### config.mk
export PLATFORM = sky130hd
export DESIGN_NAME = multiword_add_sequencer
export DESIGN_NICKNAME = d
export VERILOG_FILES = /design/src/rtl/multiword_add_pkg.sv /design/src/rtl/sixteen_bit_adder.sv /design/src/rtl/multiword_add_sequencer.sv
export SDC_FILE = /design/constraint.sdc
export NUM_CORES = 1
export LEC_CHECK = 0
export ABC_AREA = 1
export BUFFER_PORTS_ARGS = -buffer_cell sky130_fd_sc_hd__buf_2
export CORE_ASPECT_RATIO = 1.75
export CORE_UTILIZATION = 40
export DETAILED_ROUTE_END_ITERATION = 12
export GPL_TIMING_DRIVEN = 0
export PLACE_DENSITY_LB_ADDON = 0.05
export SLEW_MARGIN = 20
export SYNTH_ARGS = -nofsm -noshare
export SYNTH_HDL_FRONTEND = slang
export SYNTH_HIERARCHICAL = 1
export SYNTH_SLANG_ARGS = --single-unit
### constraint.sdc
create_clock -name clk -period 2.9 [get_ports clk]
set_input_delay 0.58 -clock clk [delete_from_list [all_inputs] [get_ports clk]]
set_output_delay 0.58 -clock clk [all_outputs]
set_load 0.1 [all_outputs]
### src/rtl/multiword_add_pkg.sv
// Shared definitions for the multi-word add sequencer: slice width and FSM state type.
package multiword_add_pkg;

  localparam int SLICE_W = 16;

  typedef enum logic [1:0] {
    IDLE = 2'b00,
    RUN  = 2'b01,
    DONE = 2'b10
  } state_t;

endpackage

### src/rtl/sixteen_bit_adder.sv
// Combinational 16-bit adder slice with carry in and carry out.
module sixteen_bit_adder
  import multiword_add_pkg::*;
(
  input  logic [SLICE_W-1:0] a,
  input  logic [SLICE_W-1:0] b,
  input  logic               cin,
  output logic [SLICE_W-1:0] sum,
  output logic               cout
);

  logic [SLICE_W:0] total;

  assign total = {1'b0, a} + {1'b0, b} + {{SLICE_W{1'b0}}, cin};
  assign sum   = total[SLICE_W-1:0];
  assign cout  = total[SLICE_W];

endmodule

### src/rtl/multiword_add_sequencer.sv
// Feeds a WORDS*16-bit add through one 16-bit adder, LSB slice first, with a registered carry.
// Optional subtract mode (sub port, ~b and forced carry-in) is enabled by defining SUB_EN.
//
// state | meaning
// IDLE  | in_ready high, waiting for an operand pair
// RUN   | one slice per cycle through the adder, idx selects the slice
// DONE  | result held on sum/cout with out_valid until out_ready
module multiword_add_sequencer
  import multiword_add_pkg::*;
#(
  parameter int WORDS = 4,
  parameter int SLICE = 16
) (
  input  logic                   clk,
  input  logic                   rst_n,
  input  logic                   in_valid,
  output logic                   in_ready,
  input  logic [WORDS*SLICE-1:0] a,
  input  logic [WORDS*SLICE-1:0] b,
  input  logic                   cin,
`ifdef SUB_EN
  input  logic                   sub,
`endif
  output logic                   out_valid,
  input  logic                   out_ready,
  output logic [WORDS*SLICE-1:0] sum,
  output logic                   cout,
  output logic                   busy
);

  localparam int IDX_W = $clog2(WORDS);
  localparam logic [IDX_W-1:0] LAST = IDX_W'(WORDS - 1);

  state_t state_q, state_d;
  logic   capture, step;

  logic [WORDS-1:0][SLICE_W-1:0] a_q, b_q, sum_q;
  logic [WORDS-1:0][SLICE_W-1:0] b_eff;
  logic                          carry_q, cin_eff;
  logic [IDX_W-1:0]              idx_q;

  logic [SLICE_W-1:0] slice_sum;
  logic               slice_cout;

`ifdef SUB_EN
  // Two's-complement subtract: invert b and force the initial carry; cin is don't-care.
  assign b_eff   = sub ? ~b : b;
  assign cin_eff = sub | cin;
`else
  assign b_eff   = b;
  assign cin_eff = cin;
`endif

  always_ff @(posedge clk or negedge rst_n) begin
    if (!rst_n) begin
      state_q <= IDLE;
    end else begin
      state_q <= state_d;
    end
  end

  always_comb begin
    state_d = state_q;
    capture = 1'b0;
    step    = 1'b0;
    unique case (state_q)
      IDLE: begin
        if (in_valid) begin
          capture = 1'b1;
          state_d = RUN;
        end
      end
      RUN: begin
        step = 1'b1;
        if (idx_q == LAST) state_d = DONE;
      end
      DONE: begin
        if (out_ready) state_d = IDLE;
      end
      default: state_d = IDLE;
    endcase
  end

  sixteen_bit_adder u_adder (
    .a    (a_q[idx_q]),
    .b    (b_q[idx_q]),
    .cin  (carry_q),
    .sum  (slice_sum),
    .cout (slice_cout)
  );

  // idx holds at LAST on the final slice so it never wraps inside RUN.
  always_ff @(posedge clk or negedge rst_n) begin
    if (!rst_n) begin
      a_q     <= '0;
      b_q     <= '0;
      sum_q   <= '0;
      carry_q <= 1'b0;
      idx_q   <= '0;
    end else if (capture) begin
      a_q     <= a;
      b_q     <= b_eff;
      carry_q <= cin_eff;
      idx_q   <= '0;
    end else if (step) begin
      sum_q[idx_q] <= slice_sum;
      carry_q      <= slice_cout;
      if (idx_q != LAST) idx_q <= idx_q + IDX_W'(1);
    end
  end

  assign in_ready  = (state_q == IDLE);
  assign out_valid = (state_q == DONE);
  assign busy      = (state_q != IDLE);
  assign sum       = sum_q;
  assign cout      = carry_q;

endmodule

# == Word level (Yosys, flattened, before mapping) ==
# Cells that the tools add are included.
# word_totals
regBits,197
input_bits,133
out_inout_bits,68
elab_cells,55
# classes
add_sub_neg,3
magnitude_cmp,2
eq_ne,7
muxes,19
bitwise_logic,1
reduce_logical,8
# op_table
cell,count
$bmux 16 s2,2
$bwmux 64,1
$mux 16,3
$demux 16 s2,1
$add 16x16->17,1
$add 17x1->17,1
$mux 2,6
$ne 2x2->1 const B,3
$pmux 2 s3,1
$reduce_bool 2->1,3
$mux 1,5
$eq 2x2->1 const B,2
$reduce_and 2->1,2
$lt 2x3->1 const B,1
$reduce_and 3->1,1
$add 2x1->2 const B,1
$eq 2x1->1 const B,1
$ge 2x1->1 const B,1
$logic_not 2->1,1
$ne 2x1->1 const B,1
$logic_and 1x1->1,1
$not 1->1,1

# == Longest topological paths before layout ==
# depth
depth_word,6
depth_mapped,20
ltp_nobuf,17

# == By module ==
# The synthesis kept the hierarchy.
# by_module_without_submodules
module,instances,cells_per_inst,area_per_inst_um2,seq_area_each_um2
multiword_add_sequencer,1,1130,8757.1,4929.7
sixteen_bit_adder,1,184,972.2,0.0

# == Least setup slack after synthesis ==
# OpenSTA, ideal clock, no wires.
# synth_timing
path_kind,reg-to-reg
from,reg idx_q[0]
to,reg sum_q (netlist bit sum[14])
setup_time_ns,0.122
t_arrival_ns,2.619
t_required_ns,2.778
path_slack_ns,0.159
path_stages_with_launch,20
path_buffers,3
period_less_slack_ns,2.741
path_cell_list,dfrtp_1 > buf_2 > buf_2 > buf_2 > nand2_1 > o21ai_0 > nand2_1 > nand2_1 > fa_1 > fa_1 > nand2_2 > nand2_1 > nand3b_1 > nand2_1 > nand2_1 > nand2_1 > nand2_1 > nand2_1 > nand2_1 > nand2_1
# synth_via
elab_chain_cells,5
elab_cells_between_ends,12
classes_between,2 x add/sub; 2 x order compare; 7 x mux; 1 x reduce/logical
# synth_rtl
element,line,text
start: declaration,multiword_add_sequencer.sv:40,logic [IDX_W-1:0] idx_q;
start signal: assignment,multiword_add_sequencer.sv:108,if (idx_q != LAST) idx_q <= idx_q + IDX_W'(1);
"$bmux 16 s2, on equally long branches","multiword_add_sequencer.sv:85, multiword_add_sequencer.sv:86",
"$mux 16, on equally long branches","multiword_add_sequencer.sv:85, multiword_add_sequencer.sv:86",
$add 16x16->17 (*),sixteen_bit_adder.sv:14,"assign total = {1'b0, a} + {1'b0, b} + {{SLICE_W{1'b0}}, cin};"
$add 17x1->17 (*),sixteen_bit_adder.sv:14,
net slice_sum[14],multiword_add_sequencer.sv:42,logic [SLICE_W-1:0] slice_sum;
$bwmux 64 (*),multiword_add_sequencer.sv:106,sum_q[idx_q] <= slice_sum;
end signal: indexed assignment,multiword_add_sequencer.sv:106,
end: declaration,multiword_add_sequencer.sv:37,"logic [WORDS-1:0][SLICE_W-1:0] a_q, b_q, sum_q;"
# The timed path passes the listed nets; every way through them passes the cells marked *. The select of a mux whose other input is x is not followed.
# A chain may end at the register's enable or synchronous reset.

# == Worst setup path in the final report ==
# layout_timing
from,reg idx_q[0]
to,reg sum_q (netlist bit sum[2])
# The elaborated chain is that of the path after synthesis.

==> out/metrics.csv <==
stage;metric;value;unit
setup_path;Max FO, Critical Path;10;
cells_and_area;Inserted Diodes;0;
cells_and_area;FILL cells;2497;
die;Die Wd;119.9;µm
die;die area;0.02498;mm²
clocking;H-tree depth;4;
setup_path;CP max stage cell;fa_2;
cells_and_area;Final nets;1699;
yosys;mux share of post-synthesis cell area;0;%
setup_path;CP peak stage delay;400;ps
die;Ports;201;
timing;Hold Fails Final Rpt;0;
status;status;complete, no violations;
die;placeable core area;0.02393;mm²
routing;Iter 0 DRT Violations;398;
die;row count;75;
yosys;cell taking the most area after synthesis;dfrtp_1;
yosys;Mapped Cells;1314;
clocking;Clock Tree Buf Depth;2;
yosys;synth warn;6;
yosys;Adder-Cell Fraction of Synth Area;2.855;%
placed_design;pre-CTS WS;-616.8;ps
clocking;Clock Latency Late Sink;450;ps
setup_path;Crit. End Element;flop;
routing;DR vias;8574;
placed_design;placed cell areas;0.01118;mm²
placed_design;Final Wtd Congestion;0.8815;
timing;slew margin rel.;52.72;%
yosys;Netlist cell types;28;
yosys;Compound-Gate Fraction of Synth Area;3.897;%
placed_design;buffers added on ports;200;
timing;fin worst setup slack;86.13;ps
setup_path;Setup CP Type;flop to flop;
placed_design;Post-DP HPWL;21990;µm
setup_path;Worst EP required;3290;ps
setup_path;crit path launch type;flop;
clocking;Root Buffer;clkbuf_16;
clocking;clock-pin slew on the worst setup and hold paths;70;ps
grt;largest net degree at the start of global routing;97;
yosys;XOR/XNOR Fraction of Synth Area;0.6301;%
clocking;clock sinks;197;
setup_path;Critical Path AT;3200;ps
routing;post-route ant nets;0;
grt;first-pass GRT wire length;44760;µm
die;Die H;208.3;µm
routing;final wirelength;28010;µm
clocking;TritonCTS clock tree;built;
cells_and_area;share of layout cells above drive strength 1;22.14;%
routing;wire per inst;15.01;µm
cells_and_area;Design Area, Final;0.01196;mm²
clocking;Num CTS Buffers;17;
yosys;Synthesized Nets;1468;
grt;GRT Resource Usage Total;23.87;%
setup_path;worst path cell trace;buf_6 > clkinvlp_4 > buf_6 > o21ai_2 > nand2_2 > fa_2 > fa_2 > buf_4 > buf_4 > xor2_1 > nand2_1 > nand2_1;
yosys;top cell type's share of synthesized area;50.67;%
setup_path;WP buf/inv;5;
die;starting utilization of the core area;40.66;%
setup_path;Crit path max-delay family;buffers and inverters;
timing;Final Cycle Share;97.03;%
yosys;largest cells by area after synthesis;dfrtp_1, nand2_1, o21ai_0;
cells_and_area;FF/Latch Area;0.004930;mm²
cells_and_area;Util after Layout;50.00;%
routing;DRC;0;
hold_path;min-delay worst type;input pin to flop;
yosys;largest family of logic cells by synthesized area;simple AND/OR/NAND/NOR gates;
grt;GRT overflow;0;
cells_and_area;Syn-to-layout area delta;22.97;%
routing;Pre-Repair DR Iteration Count;5;
cells_and_area;area occupied by multi-input gates;0.004199;mm²
grt;vias in the first global route;8542;
timing;RSZ-0062 raised after global routing;yes;
job;max_cap viols;0;
yosys;Synth Area in Simple Gates;35.04;%
yosys;post-synth design cell area;0.009729;mm²
grt;initial antenna violation count;0;
yosys;syn avg cell area;7.404;µm²
yosys;sequential fraction of the synthesis area;50.67;%
timing;clk_skew;6.320;ps
timing;max-slew violations;0;
timing;min Tclk post-route;2814;ps
yosys;Seq cells post-synth;197;
timing;worst slew pin tran;709.3;ps
timing;max frequency;355.4;MHz
timing;Final setup viols;0;
routing;Vias/cell;4.595;
## metal layers
metal | wire length, µm | vias to the layer above | GRT usage [%]
met4 | 755 | 0 | 9.741
met1 | 11050 | 3908 | 26.62
met2 | 15380 | 191 | 44.61
met3 | 825 | 41 | 3.372
li1 | - | 4434 | -
met5 | 0 | - | 0
## placed cells by master, fill, tap and decap left out, drive strengths merged
cell type	netlist	final
a211oi	1	1
a21oi	8	8
buf	43	254
clkbuf	15	37
clkinv	0	6
clkinvlp	0	3
dfrtp	197	197
dlygate4sd3	0	1
fa	2	2
ha	19	19
inv	84	85
nand2	769	769
nand3	16	16
nand3b	1	1
nand4	2	2
nor2	82	82
nor3	3	3
o21ai	64	64
o31ai	1	1
xnor2	1	1
xor2	6	6
## final timing paths
check | startpoint | end | slack, ps | cells past startpoint
setup / recovery | idx_q[0] | sum[2] | 90 | 12
min in group asynchronous | rst_n | sum[42] | 510 | 2
setup reg to reg | idx_q[0] | sum[2] | 90 | 12
hold reg to reg | sum[46] | sum[46] | 460 | 2
hold / removal | a[2] | a_q[2] | 320 | 3
max in group asynchronous | rst_n | b_q[35] | 1680 | 3
## timing repair
item / CTS / global route
resized for setup: 35 / 39
pin swaps: 3 / 10
hold buffers: 1 / 0
hold endpoints to repair: 7 / 0
buffers inserted: 4 / 5
setup endpoints to repair: 61 / 49
## per-stage QoR
stage                     instances  TNS (ps)  hold slack [ps]
after detailed placement       1824    -19490            389.3
after floorplan                1314         0            284.4
after global routing           1866    -389.7            312.3
final                          1866         0            317.3
after CTS                      1861         0            300.3
after global placement         1822   -442770            448.8
## kinds of logic (layout without fill, tap and decap cells)
group / after synthesis / in the layout
AND/OR/NAND/NOR: 873 / 873
buffers and inverters: 142 / 386
AO/OA/AOI/OAI: 74 / 74
flip-flops: 197 / 197
XOR/XNOR: 7 / 7
adder cells (fa/ha/maj): 21 / 21
## worst min-delay path, cell delays in order
cell,delay (ps)
buf_2,70
nand2_1,40
nand2_1,40
## synthesized netlist by cell type
cell and n:
nand2_1 755, dfrtp_1 197, inv_1 79, nor2_1 76, o21ai_0 64, buf_2 21, ha_1 19, clkbuf_1 15
nand3_1 15, nand2_2 13, buf_6 12, a21oi_1 7, buf_4 6, xor2_1 6, inv_2 5, nor2_4 5
buf_1 4, nor3_2 3, fa_1 2, nand4_1 2, a211oi_1 1, a21oi_2 1, nand2_4 1, nand3_2 1
nand3b_1 1, nor2_2 1, o31ai_1 1, xnor2_1 1
## state kept, by name, indices dropped and copies added (netlist names)
name     cells
sum         64
idx_q        2
b_q         64
cout         1
a_q         64
state_q      2
## area by class of cell
type | count | share of cell area (%)
multi-input combinational | 975 | 35.10
inverter | 84 | 2.667
clock inverter | 10 | 0.6170
timing repair buffer | 212 | 9.559
clock buffer | 22 | 3.880
tap | 308 | 3.221
sequential | 197 | 41.20
buffer | 58 | 3.754
Power is not shown: default switching activity piles up to over one toggle a cycle in this logic, so the estimate is an artifact.
